[src/rtl/cache_fill_arbiter_if.sv]
// VRAM read-port bus between the cache fill arbiter and the memory controller.
// The arbiter issues a held read request; the controller acknowledges it and streams 32-bit beats back.
interface cache_fill_arbiter_if;
  logic        o_memReq;
  logic [17:0] o_memAdr;
  logic [7:0]  o_memLen;
  logic        i_memAck;
  logic        i_memDataValid;
  logic [31:0] i_memData;

  modport master (
    output o_memReq, o_memAdr, o_memLen,
    input  i_memAck, i_memDataValid, i_memData
  );

  modport slave (
    input  o_memReq, o_memAdr, o_memLen,
    output i_memAck, i_memDataValid, i_memData
  );
endinterface

[src/rtl/cache_fill_arbiter.sv]
// Shares one VRAM read port between the texture-cache and CLUT-cache fill requesters of both pixel lanes.
// Grants one fill at a time, streams the returned beats into the selected cache, then pulses completion.
module cache_fill_arbiter (
  input  logic                        clk,
  input  logic                        i_nrst,
  input  logic [1:0]                  GPU_REG_TexFormat,
  input  logic                        requTexCacheUpdateL,
  input  logic                        requTexCacheUpdateR,
  input  logic [16:0]                 adrTexCacheUpdateL,
  input  logic [16:0]                 adrTexCacheUpdateR,
  output logic                        updateTexCacheCompleteL,
  output logic                        updateTexCacheCompleteR,
  input  logic                        requClutCacheUpdateL,
  input  logic                        requClutCacheUpdateR,
  input  logic [19:0]                 adrClutCacheUpdateL,
  input  logic [19:0]                 adrClutCacheUpdateR,
  output logic                        updateClutCacheCompleteL,
  output logic                        updateClutCacheCompleteR,
  output logic                        TexCacheWrite,
  output logic [16:0]                 adrTexCacheWrite,
  output logic [63:0]                 TexCacheData,
  output logic                        ClutCacheWrite,
  output logic [6:0]                  ClutWriteIndex,
  output logic [31:0]                 ClutCacheData,
  cache_fill_arbiter_if.master        mem,
  output logic                        o_busy
);

  typedef enum logic [2:0] {
    IDLE, TEX_REQ, TEX_DATA, CLUT_REQ, CLUT_DATA, DONE
  } state_t;

  state_t      r_state;
  state_t      w_nextState;

  logic        r_rr;
  logic        r_fillTex;
  logic        r_ownL;
  logic        r_ownR;
  logic [17:0] r_memAdr;
  logic [7:0]  r_memLen;
  logic [6:0]  r_beatCnt;
  logic [6:0]  r_lastIdx;
  logic [16:0] r_texAdr;
  logic [63:0] r_texData;
  logic        r_clutWrite;
  logic [6:0]  r_clutIndex;
  logic [31:0] r_clutData;

  logic        w_texAny;
  logic        w_clutAny;
  logic        w_grant;
  logic        w_grantR;
  logic        w_coOwn;
  logic [16:0] w_selTexAdr;
  logic [19:0] w_selClutAdr;
  logic        w_beatValid;
  logic        w_lastBeat;
  logic        w_memReq;
  logic        w_unusedAdrBits;

  assign w_unusedAdrBits = &{adrClutCacheUpdateL[1:0], adrClutCacheUpdateR[1:0]};

  // Texture always wins over CLUT; within a type the round-robin pointer picks the side.
  always_comb begin
    w_texAny     = requTexCacheUpdateL | requTexCacheUpdateR;
    w_clutAny    = requClutCacheUpdateL | requClutCacheUpdateR;
    w_grant      = w_texAny | w_clutAny;
    w_grantR     = 1'b0;
    w_coOwn      = 1'b0;
    if (w_texAny) begin
      w_grantR = requTexCacheUpdateR & (~requTexCacheUpdateL | r_rr);
      w_coOwn  = requTexCacheUpdateL & requTexCacheUpdateR &
                 (adrTexCacheUpdateL == adrTexCacheUpdateR);
    end else begin
      w_grantR = requClutCacheUpdateR & (~requClutCacheUpdateL | r_rr);
      w_coOwn  = requClutCacheUpdateL & requClutCacheUpdateR &
                 (adrClutCacheUpdateL[19:2] == adrClutCacheUpdateR[19:2]);
    end
    w_selTexAdr  = w_grantR ? adrTexCacheUpdateR  : adrTexCacheUpdateL;
    w_selClutAdr = w_grantR ? adrClutCacheUpdateR : adrClutCacheUpdateL;
  end

  always_ff @(posedge clk or negedge i_nrst) begin
    if (!i_nrst) r_state <= IDLE;
    else         r_state <= w_nextState;
  end

  always_comb begin
    w_nextState              = r_state;
    w_beatValid              = 1'b0;
    w_lastBeat               = 1'b0;
    w_memReq                 = 1'b0;
    o_busy                   = (r_state != IDLE);
    TexCacheWrite            = 1'b0;
    updateTexCacheCompleteL  = 1'b0;
    updateTexCacheCompleteR  = 1'b0;
    updateClutCacheCompleteL = 1'b0;
    updateClutCacheCompleteR = 1'b0;
    case (r_state)
      IDLE: begin
        if (w_grant) w_nextState = w_texAny ? TEX_REQ : CLUT_REQ;
      end
      TEX_REQ: begin
        w_memReq = 1'b1;
        if (mem.i_memAck) w_nextState = TEX_DATA;
      end
      TEX_DATA: begin
        w_beatValid = mem.i_memDataValid;
        w_lastBeat  = r_beatCnt[0];
        if (w_beatValid && w_lastBeat) w_nextState = DONE;
      end
      CLUT_REQ: begin
        w_memReq = 1'b1;
        if (mem.i_memAck) w_nextState = CLUT_DATA;
      end
      CLUT_DATA: begin
        w_beatValid = mem.i_memDataValid;
        w_lastBeat  = (r_beatCnt == r_lastIdx);
        if (w_beatValid && w_lastBeat) w_nextState = DONE;
      end
      DONE: begin
        w_nextState              = IDLE;
        TexCacheWrite            = r_fillTex;
        updateTexCacheCompleteL  = r_fillTex & r_ownL;
        updateTexCacheCompleteR  = r_fillTex & r_ownR;
        updateClutCacheCompleteL = ~r_fillTex & r_ownL;
        updateClutCacheCompleteR = ~r_fillTex & r_ownR;
      end
      default: w_nextState = IDLE;
    endcase
  end

  // Fill parameters are captured once at grant; beats then fill the line or stream CLUT entries.
  always_ff @(posedge clk or negedge i_nrst) begin
    if (!i_nrst) begin
      r_rr        <= 1'b0;
      r_fillTex   <= 1'b0;
      r_ownL      <= 1'b0;
      r_ownR      <= 1'b0;
      r_memAdr    <= '0;
      r_memLen    <= '0;
      r_beatCnt   <= '0;
      r_lastIdx   <= '0;
      r_texAdr    <= '0;
      r_texData   <= '0;
      r_clutWrite <= 1'b0;
      r_clutIndex <= '0;
      r_clutData  <= '0;
    end else begin
      r_clutWrite <= 1'b0;
      if (r_state == IDLE && w_grant) begin
        r_fillTex <= w_texAny;
        r_ownL    <= ~w_grantR | w_coOwn;
        r_ownR    <= w_grantR | w_coOwn;
        r_rr      <= ~w_grantR;
        r_beatCnt <= '0;
        if (w_texAny) begin
          r_texAdr <= w_selTexAdr;
          r_memAdr <= {w_selTexAdr, 1'b0};
          r_memLen <= 8'd2;
        end else begin
          r_memAdr  <= w_selClutAdr[19:2];
          r_memLen  <= (GPU_REG_TexFormat == 2'd0) ? 8'd8 : 8'd128;
          r_lastIdx <= (GPU_REG_TexFormat == 2'd0) ? 7'd7 : 7'd127;
        end
      end
      if (w_beatValid) begin
        r_beatCnt <= r_beatCnt + 7'd1;
        if (r_state == TEX_DATA) begin
          if (r_beatCnt[0]) r_texData[63:32] <= mem.i_memData;
          else              r_texData[31:0]  <= mem.i_memData;
        end else begin
          r_clutWrite <= 1'b1;
          r_clutIndex <= r_beatCnt;
          r_clutData  <= mem.i_memData;
        end
      end
    end
  end

  assign mem.o_memReq   = w_memReq;
  assign mem.o_memAdr   = r_memAdr;
  assign mem.o_memLen   = r_memLen;
  assign adrTexCacheWrite = r_texAdr;
  assign TexCacheData   = r_texData;
  assign ClutCacheWrite = r_clutWrite;
  assign ClutWriteIndex = r_clutIndex;
  assign ClutCacheData  = r_clutData;

endmodule

[src/flat_wrapper.sv]
// flat-port wrapper written by rule: the top's interface ports become plain ports
module cache_fill_arbiter_flat 
  (clk, i_nrst, GPU_REG_TexFormat, requTexCacheUpdateL, requTexCacheUpdateR, adrTexCacheUpdateL, adrTexCacheUpdateR, updateTexCacheCompleteL, updateTexCacheCompleteR, requClutCacheUpdateL, requClutCacheUpdateR, adrClutCacheUpdateL, adrClutCacheUpdateR, updateClutCacheCompleteL, updateClutCacheCompleteR, TexCacheWrite, adrTexCacheWrite, TexCacheData, ClutCacheWrite, ClutWriteIndex, ClutCacheData, o_busy, mem_o_memReq, mem_o_memAdr, mem_o_memLen, mem_i_memAck, mem_i_memDataValid, mem_i_memData);
  cache_fill_arbiter_if mem_i ();
  input  logic clk;
  input  logic i_nrst;
  input  logic [1:0] GPU_REG_TexFormat;
  input  logic requTexCacheUpdateL;
  input  logic requTexCacheUpdateR;
  input  logic [16:0] adrTexCacheUpdateL;
  input  logic [16:0] adrTexCacheUpdateR;
  output logic updateTexCacheCompleteL;
  output logic updateTexCacheCompleteR;
  input  logic requClutCacheUpdateL;
  input  logic requClutCacheUpdateR;
  input  logic [19:0] adrClutCacheUpdateL;
  input  logic [19:0] adrClutCacheUpdateR;
  output logic updateClutCacheCompleteL;
  output logic updateClutCacheCompleteR;
  output logic TexCacheWrite;
  output logic [16:0] adrTexCacheWrite;
  output logic [63:0] TexCacheData;
  output logic ClutCacheWrite;
  output logic [6:0] ClutWriteIndex;
  output logic [31:0] ClutCacheData;
  output logic o_busy;
  output wire logic [$bits(mem_i.o_memReq)-1:0] mem_o_memReq;
  output wire logic [$bits(mem_i.o_memAdr)-1:0] mem_o_memAdr;
  output wire logic [$bits(mem_i.o_memLen)-1:0] mem_o_memLen;
  input wire logic [$bits(mem_i.i_memAck)-1:0] mem_i_memAck;
  input wire logic [$bits(mem_i.i_memDataValid)-1:0] mem_i_memDataValid;
  input wire logic [$bits(mem_i.i_memData)-1:0] mem_i_memData;
  assign mem_o_memReq = mem_i.o_memReq;
  assign mem_o_memAdr = mem_i.o_memAdr;
  assign mem_o_memLen = mem_i.o_memLen;
  assign mem_i.i_memAck = mem_i_memAck;
  assign mem_i.i_memDataValid = mem_i_memDataValid;
  assign mem_i.i_memData = mem_i_memData;
  cache_fill_arbiter u_core (.clk(clk), .i_nrst(i_nrst), .GPU_REG_TexFormat(GPU_REG_TexFormat), .requTexCacheUpdateL(requTexCacheUpdateL), .requTexCacheUpdateR(requTexCacheUpdateR), .adrTexCacheUpdateL(adrTexCacheUpdateL), .adrTexCacheUpdateR(adrTexCacheUpdateR), .updateTexCacheCompleteL(updateTexCacheCompleteL), .updateTexCacheCompleteR(updateTexCacheCompleteR), .requClutCacheUpdateL(requClutCacheUpdateL), .requClutCacheUpdateR(requClutCacheUpdateR), .adrClutCacheUpdateL(adrClutCacheUpdateL), .adrClutCacheUpdateR(adrClutCacheUpdateR), .updateClutCacheCompleteL(updateClutCacheCompleteL), .updateClutCacheCompleteR(updateClutCacheCompleteR), .TexCacheWrite(TexCacheWrite), .adrTexCacheWrite(adrTexCacheWrite), .TexCacheData(TexCacheData), .ClutCacheWrite(ClutCacheWrite), .ClutWriteIndex(ClutWriteIndex), .ClutCacheData(ClutCacheData), .mem(mem_i), .o_busy(o_busy));
endmodule
[config.mk]
export PLATFORM = sky130hd
export DESIGN_NAME = cache_fill_arbiter_flat
export DESIGN_NICKNAME = d
export VERILOG_FILES = /design/src/rtl/cache_fill_arbiter_if.sv /design/src/rtl/cache_fill_arbiter.sv /design/src/flat_wrapper.sv
export SDC_FILE = /design/constraint.sdc
export NUM_CORES = 1
export LEC_CHECK = 0
export CORE_MARGIN = 2
export CORE_UTILIZATION = 31
export CTS_CLUSTER_SIZE = 16
export DETAILED_ROUTE_END_ITERATION = 7
export GPL_ROUTABILITY_DRIVEN = 0
export MAX_ROUTING_LAYER = met4
export SYNTH_ARGS = -nofsm -noshare
export SYNTH_HDL_FRONTEND = slang
export SYNTH_SLANG_ARGS = --single-unit
[constraint.sdc]
create_clock -name clk -period 3.5 [get_ports clk]
set_input_delay 0.35 -clock clk [delete_from_list [all_inputs] [get_ports clk]]
set_output_delay 0.35 -clock clk [all_outputs]
set_load 0.1 [all_outputs]
==> out/metrics.cfg, run 1 <==
[run_status]
outcome=complete, no violations

[clock_network]
cts_tree=built
clock_tree.root_cell=clkbuf_16
post_cts_resized=0
clk_pin_slew_worst_paths_ns=0.06
ctsHtreeMaxLevel=4
cts_buffers=17
clkLatencyLatePin_ns=0.42
postCtsSetupRepairBufs=0
cts_sinks=157
cts_hold_repair.buffers=1
clock_path_buffers=2

[worst_setup_path]
r2r.worst_path.cells=4
worst_r2r_endpoint=u_core.ClutCacheData[18]
crit_slowest_cell=clkdlybuf4s50_1
worstSetupStartpointType=flip-flop
crit-reg2reg-launch=u_core.r_state[1]
cpPeakStageDelay_ns=1.02
critPathKind=flip-flop to output pin
critPathRequiredTime_ns=3.15
worst-path-max-fanout=8
cp_data_arrival_time_ns=2.36
setup.worst_path.end_class=output pin
worst-r2r-setup-slack_ns=1.41
critical_path.cell_chain=nor3_4 -> inv_1 -> clkdlybuf4s50_1

[synthesis]
synth.distinct_cells=45
synth_top_cell_by_area=dfrtp_1
prevailing_post_synth_register_cell=dfrtp_1
yosys-top-cells-count=dfrtp_1 (157), mux2_2 (91), nand2_1 (48), mux2i_1 (36), o21ai_0 (28)
number_of_flops_mapped_to_enable_cells_by_yosys=0
netlist_instances=536
yosys_register_bits=157
postSynthAreaPerCell_um2=12.9
post_synth_main_area_contributors=dfrtp_1 (57%), mux2_2 (15%), mux2i_1 (5.2%), nand2_1 (2.6%), mux2_1 (2.3%)
yosysTopAreaCellShare_pct=56.7
synthMostInstantiatedCell=dfrtp_1
ys_seq_area_share_pct=56.7
synth-async-reset-ratio_pct=100
ys_warn_count=0
synth.cell_area_um2=6930

[global_routing]
grt_pass1_vias=5725
grt_start_max_net_pins=67
grt_antenna_before_repair=0
globalRoute.totalOverflow=0
grt_first_pass_wirelength_mm=31.3
grt.total_usage_pct=17.6

[sta]
final_max_slew_viol_count=0
setup_viol=0
summed_negative_setup_slack_over_all_endpoints_ns=0
post-route-period-util_pct=77.5
max_freq_mhz=369
finalWorstPathRequiredPeriod_ns=2.71
worst_slew_margin_rel_pct=30.9
unrepaired_setup_endpoints_after_global_routing=no
finalHoldViolCount=0
skew_ns=0.0151
worst_slew_pin_slew_ns=1.03

[routing]
ant_nets=0
route.detailed.wl_per_inst_um=18.3
post_drt_via_cell_ratio=4.86
drc_errors=0
vias=5299
drt_iter0_markers=183
drt_wl_total_mm=20.0
drt_pass1_iterations=4

[die]
design.portCount=270
full_die_area_um2=23600
initial_core_util_pct=31.7
placement_rows=54
die-height_um=154
die_w_um=154
core_area_um2=21900

[min_path]
min_path_type=flip-flop to flip-flop
min_from=u_core.adrTexCacheWrite[3]
hold_end=u_core.adrTexCacheWrite[3]
whs_path_depth=2

[finish]
finalNetCount=914
post_route_cells_drive_above_1_share_pct=18.3
utilization_pct=47.9
area.growth.synth_to_final_pct=51.2
antenna_cells=0

[placement]
dp_hpwl_mm=15.0
place.port_buffers=260

[job]
cap_viol_max_count=0

[through the flow]
step	hold slack, ns	instances	cell area (um^2)	worst slack (ns)
after floorplan	0.0544	540	6950	0.874
after global placement	0.396	1057	9820	0.973
after detailed placement	0.401	1057	9820	0.957
after CTS	0.483	1090	10500	0.745
after global routing	0.502	1090	10500	0.667
final	0.475	1090	10500	0.788
[placed cells by master, fill, tap and decap left out, drive strengths merged, types with 5 or more instances in the layout]
master         count
dfrtp            157
clkdlybuf4s50    253
nor2              13
a21oi              7
nand4              6
nand2b             6
xor2              18
o21ai             29
o221ai            17
mux2i             36
xnor2             17
inv                9
mux2             105
conb               5
buf               16
nand2             48
nor3               5
nor4               6
clkbuf            18
[final cells by class]
cell class / instances / area [um^2]
Multi-Input combinational cell: 349 / 2870
Clock inverter: 14 / 221
Tap cell: 280 / 350
Fill cell: 1952 / 11400
Sequential cell: 157 / 3930
Inverter: 2 / 7.51
Clock buffer: 18 / 429
Timing Repair Buffer: 270 / 2680
[critical path, delay by kind of cell, from the launching register on]
kind,cells,cell delay (ns)
flops,1,0.49
simple gates,1,0.33
buf+inv,2,1.13
[sequential cells by signal (all words and copies together) (netlist names)]
signal / flops
u_core.TexCacheData: 64
u_core.ClutCacheData: 32
u_core.mem.o_memAdr: 18
u_core.adrTexCacheWrite: 17
u_core.ClutWriteIndex: 7
u_core.r_beatCnt: 7
u_core.mem.o_memLen: 3
u_core.r_state: 3
u_core.r_lastIdx: 2
u_core.ClutCacheWrite: 1
u_core.r_ownL: 1
u_core.r_ownR: 1
u_core.r_rr: 1
[how the worst max path moves through the flow]
stage	from	endpoint	slack [ns]
after global routing	u_core.r_state[0]	o_busy	0.67
after CTS	u_core.r_state[1]	o_busy	0.74
after global placement	requTexCacheUpdateL	u_core.r_lastIdx[5]	0.97
final	u_core.r_state[1]	o_busy	0.79
after detailed placement	requTexCacheUpdateL	u_core.r_lastIdx[5]	0.96
after floorplan	u_core.r_state[1]	updateTexCacheCompleteL	0.87
[routing by layer]
layer / vias up / wire [um] / GRT usage, %
li1: 2439 / - / -
met1: 2594 / 8260 / 20.3
met2: 236 / 9670 / 28.9
met3: 30 / 1490 / 5.13
met4: 0 / 539 / 6.95
met5: - / 0 / -
[cell families (layout without fill, tap and decap cells)]
kind of cell,count (synthesis),after routing,synth area share [%]
other cells,1,5,0.0541
simple gates,98,98,7.06
fa+ha+maj,1,1,0.181
compound gates,69,69,6.63
xor+xnor,35,35,4.42
flops,157,157,56.7
mux,141,141,22.3
buf+inv,34,304,2.71
Power of run 1 is left out: the tool's default activity adds up to more than one toggle a clock period on the data nets, which glitch-free logic cannot reach.
==> run 2, diff against run 1 <==
clock period = 2.4 ns   (was 3.5 ns; I/O delays follow)
==> run 2 against run 1 <==
  * Core utilization decreased by 1.2 points
  * Die area unchanged
  * Final area fell by 2.4%
  * Critical path depth up 1
  * Global-route usage up 0.14 points
  * Cell count up 0.64%
  * Count of clock-buffer cells in the layout decreased by 1
  * Worst hold slack got worse by 0.20 ns
  * Critical endpoint is now updateClutCacheCompleteR
  * Routed wire length grew 1.7%
  * Highest routed layer unchanged
==> out/metrics.cfg, run 2 (same netlist as run 1, synthesis figures left out) <==
[routing]
route.detailed.wl_per_inst_um=18.5  ; was 18.3 um
drt_iter0_markers=227  ; was 183
post_drt_via_cell_ratio=4.89  ; was 4.86
drc_errors=0  ; unchanged
ant_nets=0  ; unchanged
vias=5359  ; was 5299
drt_wl_total_mm=20.3  ; was 20.0 mm
drt_pass1_iterations=4  ; unchanged

[sta]
summed_negative_setup_slack_over_all_endpoints_ns=0  ; unchanged
skew_ns=0.0126  ; was 0.0151 ns
unrepaired_setup_endpoints_after_global_routing=no  ; unchanged
finalWorstPathRequiredPeriod_ns=2.19
post-route-period-util_pct=91.4
setup_viol=0  ; unchanged
finalHoldViolCount=0  ; unchanged
max_freq_mhz=456
final_max_slew_viol_count=0  ; unchanged

[clock_network]
clock_tree.root_cell=clkbuf_16  ; unchanged
cts_tree=built  ; unchanged
clkLatencyLatePin_ns=0.42  ; about the same
ctsHtreeMaxLevel=4  ; unchanged
clock_path_buffers=2  ; unchanged
cts_sinks=157  ; unchanged
cts_buffers=17  ; unchanged
clk_pin_slew_worst_paths_ns=0.07  ; was 0.06 ns

[worst_setup_path]
setup.worst_path.end_class=output pin  ; unchanged
worstSetupStartpointType=flip-flop  ; unchanged
crit_slowest_cell=dfrtp_1  ; was clkdlybuf4s50_1
critical_path.cell_chain=nand2b_1 -> nor3b_1 -> and2_1 -> buf_12  ; was nor3_4 -> inv_1 -> clkdlybuf4s50_1
worst-path-max-fanout=8  ; unchanged
cpPeakStageDelay_ns=0.50  ; was 1.02 ns
cp_data_arrival_time_ns=1.95  ; was 2.36 ns
critPathRequiredTime_ns=2.16  ; was 3.15 ns
startpoint=u_core.r_state[1]  ; unchanged
critPathKind=flip-flop to output pin  ; unchanged
worst-r2r-setup-slack_ns=0.51  ; was 1.41 ns
crit-reg2reg-launch=u_core.r_state[1]  ; unchanged

[min_path]
min_path_type=input pin to async pin  ; was flip-flop to flip-flop

[finish]
area.growth.synth_to_final_pct=47.5  ; was 51.2%
antenna_cells=0  ; unchanged
final_cell_mix=buf_4 (158), dfrtp_1 (157), clkdlybuf4s50_1 (110)  ; was clkdlybuf4s50_1 (253), dfrtp_1 (157), mux2_2 (91)
fill_cells=1990  ; was 1952
max_reg_flops=64  ; unchanged
post_route_cells_drive_above_1_share_pct=36.8  ; was 18.3%
finalNetCount=922  ; was 914
final_common_cell=buf_4  ; was clkdlybuf4s50_1

[die]
design.portCount=270  ; unchanged
placement_rows=54  ; unchanged
initial_core_util_pct=31.7  ; unchanged
die-height_um=154  ; unchanged
core_area_um2=21900  ; unchanged
full_die_area_um2=23600  ; unchanged
die_w_um=154  ; unchanged

[placement]
place.port_buffers=260  ; unchanged
dp_hpwl_mm=15.3  ; was 15.0 mm

[global_routing]
grt_antenna_before_repair=0  ; unchanged
grt_start_max_net_pins=74  ; was 67
grt_pass1_vias=5774  ; was 5725
globalRoute.totalOverflow=0  ; unchanged
grt.total_usage_pct=17.7  ; was 17.6%
grt_first_pass_wirelength_mm=31.8  ; was 31.3 mm

[job]
cap_viol_max_count=0  ; unchanged

[run_status]
outcome=complete, no violations  ; unchanged

## run 2: cell types whose count changed in the layout (fill, tap and decap cells not counted), sizes merged
cell / change
buf: +151
bufinv: -2
inv: -1
clkdlybuf4s50: -143
clkinv: +1
clkbuf: -1
clkinvlp: +2
## run 2: critical path, delay by kind of cell, from the launching register on
family	cells	cell delay (ns)
simple gates	3	0.86
buf+inv	1	0.18
flops	1	0.50
## run 2: layer usage
layer  share of wire (%)  vias to the layer above  wire length (um)  track usage (%)
li1                    -                     2454                 -                -
met1                  42                     2642              8430             21.0
met2                  48                      235              9790             28.5
met3                 8.1                       28              1650             6.20
met4                 2.1                        0               429             5.37
met5                   0                        -                 0                -
## run 2: final timing paths
kind | end | cells after the start
max | updateClutCacheCompleteR | 4
min | u_core.TexCacheData[43] | 2
max reg2reg | u_core.r_beatCnt[3] | 6
min reg2reg | u_core.mem.o_memLen[3] | 1
max in group asynchronous | u_core.r_state[2] | 3
min in group clk | u_core.mem.o_memLen[7] | 3
## run 2: cell type report
type / count / area (um^2) / share of cell area, %
tap: 280 / 350 / 3.43
multi-input combinational: 349 / 2870 / 28.0
sequential: 157 / 3930 / 38.4
clock buffer: 17 / 425 / 4.16
timing repair buffer: 278 / 2470 / 24.1
clock inverter: 14 / 176 / 1.73
inverter: 2 / 7.51 / 0.0734
## run 2: per-stage QoR
stage	area, um^2	utilization (%)	std cells	setup slack [ns]	hold WS, ns
after floorplan	6950	-	540	0.135	-0.0556
after global placement	9610	43.9	1065	0.329	0.145
after detailed placement	9610	43.9	1065	0.275	0.151
after CTS	10200	46.7	1097	0.170	0.265
after global routing	10200	46.7	1097	0.0983	0.294
final	10200	46.7	1097	0.207	0.276
## run 2: repair_timing
| item | CTS | global route |
|---|---|---|
| endpoints found under the hold margin | 32 | 0 |
| gates resized for setup | 0 | 0 |
| buffers inserted | 0 | 0 |
| hold buffers | 1 | 0 |
Power of run 2 is left out for the same reason.
==> run 3, diff against run 2 <==
CORE_MARGIN = 10   (was 2)
clock period = 1.8 ns   (was 2.4 ns; I/O delays follow)
==> run 3 against run 2 <==
  * Routed wire length increased by 12%
  * Worst hold slack got worse by 0.0034 ns
  * Critical path depth decreased by 1
  * Critical path type unchanged
  * Highest routed layer unchanged
==> out/metrics.cfg, run 3 (same netlist as run 1, synthesis figures left out) <==
[routing]
drt_iter0_markers=283  ; was 227
drt_pass1_iterations=4  ; unchanged
drc_errors=0  ; unchanged
post_drt_via_cell_ratio=4.85  ; was 4.89
vias=5501  ; was 5359
drt_wl_total_mm=22.7  ; was 20.3 mm
route.detailed.wl_per_inst_um=20.0  ; was 18.5 um
ant_nets=0  ; unchanged

[sta]
finalWorstPathRequiredPeriod_ns=1.80
worst_slew_margin_rel_pct=66.2
final_critical_path_setup_slack_ns=0.00350  ; was 0.207 ns
skew_ns=0.0120  ; was 0.0126 ns
unrepaired_setup_endpoints_after_global_routing=yes  ; was no
max_freq_mhz=557
hold_slack_ns=0.273  ; was 0.276 ns
worst_slew_pin_slew_ns=0.502
setup_viol=0  ; unchanged
final_max_slew_viol_count=0  ; unchanged
finalHoldViolCount=0  ; unchanged
post-route-period-util_pct=99.8

[finish]
final_common_cell=buf_4  ; unchanged
final_area_um2=10700  ; was 10200 um^2
utilization_pct=48.8  ; was 46.7%
final_cell_mix=buf_4 (185), dfrtp_1 (154), clkdlybuf4s50_1 (110)  ; was buf_4 (158), dfrtp_1 (157), clkdlybuf4s50_1 (110)
post_route_cells_drive_above_1_share_pct=41.3  ; was 36.8%
antenna_cells=0  ; unchanged
finalNetCount=959  ; was 922
max_reg_flops=64  ; unchanged
area.growth.synth_to_final_pct=54.3  ; was 47.5%

[job]
cap_viol_max_count=0  ; unchanged

[worst_setup_path]
worstPathBufferInverterCount=2  ; was 1
critPathRequiredTime_ns=1.62  ; was 2.16 ns
setup.worst_path.end_class=output pin  ; unchanged
critPathKind=flip-flop to output pin  ; unchanged
startpoint=u_core.r_state[2]  ; was u_core.r_state[1]
cp_data_arrival_time_ns=1.62  ; was 1.95 ns
crit_slowest_cell=dfrtp_2  ; was dfrtp_1
crit-reg2reg-launch=u_core.r_state[2]  ; was u_core.r_state[1]
critical_path.top_delay_family=flip-flops  ; was simple AND/OR/NAND/NOR gates
critical_path.cell_chain=nor3_4 -> clkinvlp_4 -> buf_12  ; was nand2b_1 -> nor3b_1 -> and2_1 -> buf_12
worst-path-max-fanout=6  ; was 8
worstSetupStartpointType=flip-flop  ; unchanged
cpPeakStageDelay_ns=0.47  ; was 0.50 ns

[clock_network]
clock_tree.root_cell=clkbuf_16  ; unchanged
cts_tree=built  ; unchanged
cts_buffers=17  ; unchanged
ctsHtreeMaxLevel=4  ; unchanged
clk_pin_slew_worst_paths_ns=0.07  ; about the same
clkLatencyLatePin_ns=0.43  ; was 0.42 ns
cts_sinks=157  ; unchanged
clock_path_buffers=2  ; unchanged

[min_path]
min_path_type=input pin to async pin  ; unchanged

[placement]
place.port_buffers=260  ; unchanged
placedInstanceArea_um2=9960  ; was 9610 um^2
dp_hpwl_mm=17.5  ; was 15.3 mm
dp_slack_ns=-0.269  ; was 0.275 ns

[die]
die_w_um=170  ; was 154 um
initial_core_util_pct=31.7  ; unchanged
die-height_um=170  ; was 154 um
core_area_um2=21900  ; unchanged
placement_rows=54  ; unchanged
full_die_area_um2=28700  ; was 23600 um^2
design.portCount=270  ; unchanged

[global_routing]
grt_pass1_vias=6162  ; was 5774
grt_start_max_net_pins=52  ; was 74
grt_antenna_before_repair=0  ; unchanged
globalRoute.totalOverflow=0  ; unchanged
grt_first_pass_wirelength_mm=35.3  ; was 31.8 mm
grt.total_usage_pct=15.9  ; was 17.7%

[run_status]
outcome=complete, no violations  ; unchanged

run 3: final timing paths:
kind                                              end  slack, ns  cells past startpoint
max                                            o_busy      0.003                      3
min                           u_core.TexCacheData[43]       0.27                      2
max reg2reg                             u_core.r_ownR       0.06                      6
min reg2reg                u_core.adrTexCacheWrite[9]       0.49                      2
max in group asynchronous         u_core.r_lastIdx[2]       0.89                      3
min in group clk               u_core.mem.o_memLen[7]       0.40                      3
run 3: area by class of cell:
cell class | count | area, um^2
Clock buffer | 17 | 425
Clock inverter | 15 | 179
Fill cell | 1931 | 11200
Inverter | 2 | 11.3
Multi-Input combinational cell | 349 | 2930
Sequential cell | 157 | 3930
Tap cell | 280 | 350
Timing Repair Buffer | 315 | 2860
run 3: per-layer routing:
layer  GRT usage (%)  up-vias  routed length, um
li1                -     2528                  -
met1            18.8     2726               9600
met2            25.3      228              10800
met3            6.02       19               2010
met4            3.56        0                229
met5               -        -                  0
run 3: through the flow:
step                instances  setup TNS, ns
global route             1135         -0.233
finish                   1135              0
floorplan                 540          -1.65
detailed placement       1093          -2.54
CTS                      1132        -0.0341
global placement         1093          -1.58
run 3: what timing repair did:
item / CTS / global route
hold buffers: 1 / 0
pin swaps: 1 / 1
resized for setup: 10 / 3
endpoints found under the setup margin: 5 / 20
hold endpoints to repair: 45 / 0
setup buffers: 6 / 3
run 3: worst register-to-register path, stage by stage, from the launching register on:
cell	delay [ns]
dfrtp_2	0.47
nor3_4	0.31
clkinvlp_4	0.21
a21oi_4	0.19
buf_4	0.17
mux2i_1	0.19
o21ai_1	0.08
Power of run 3 is left out for the same reason.
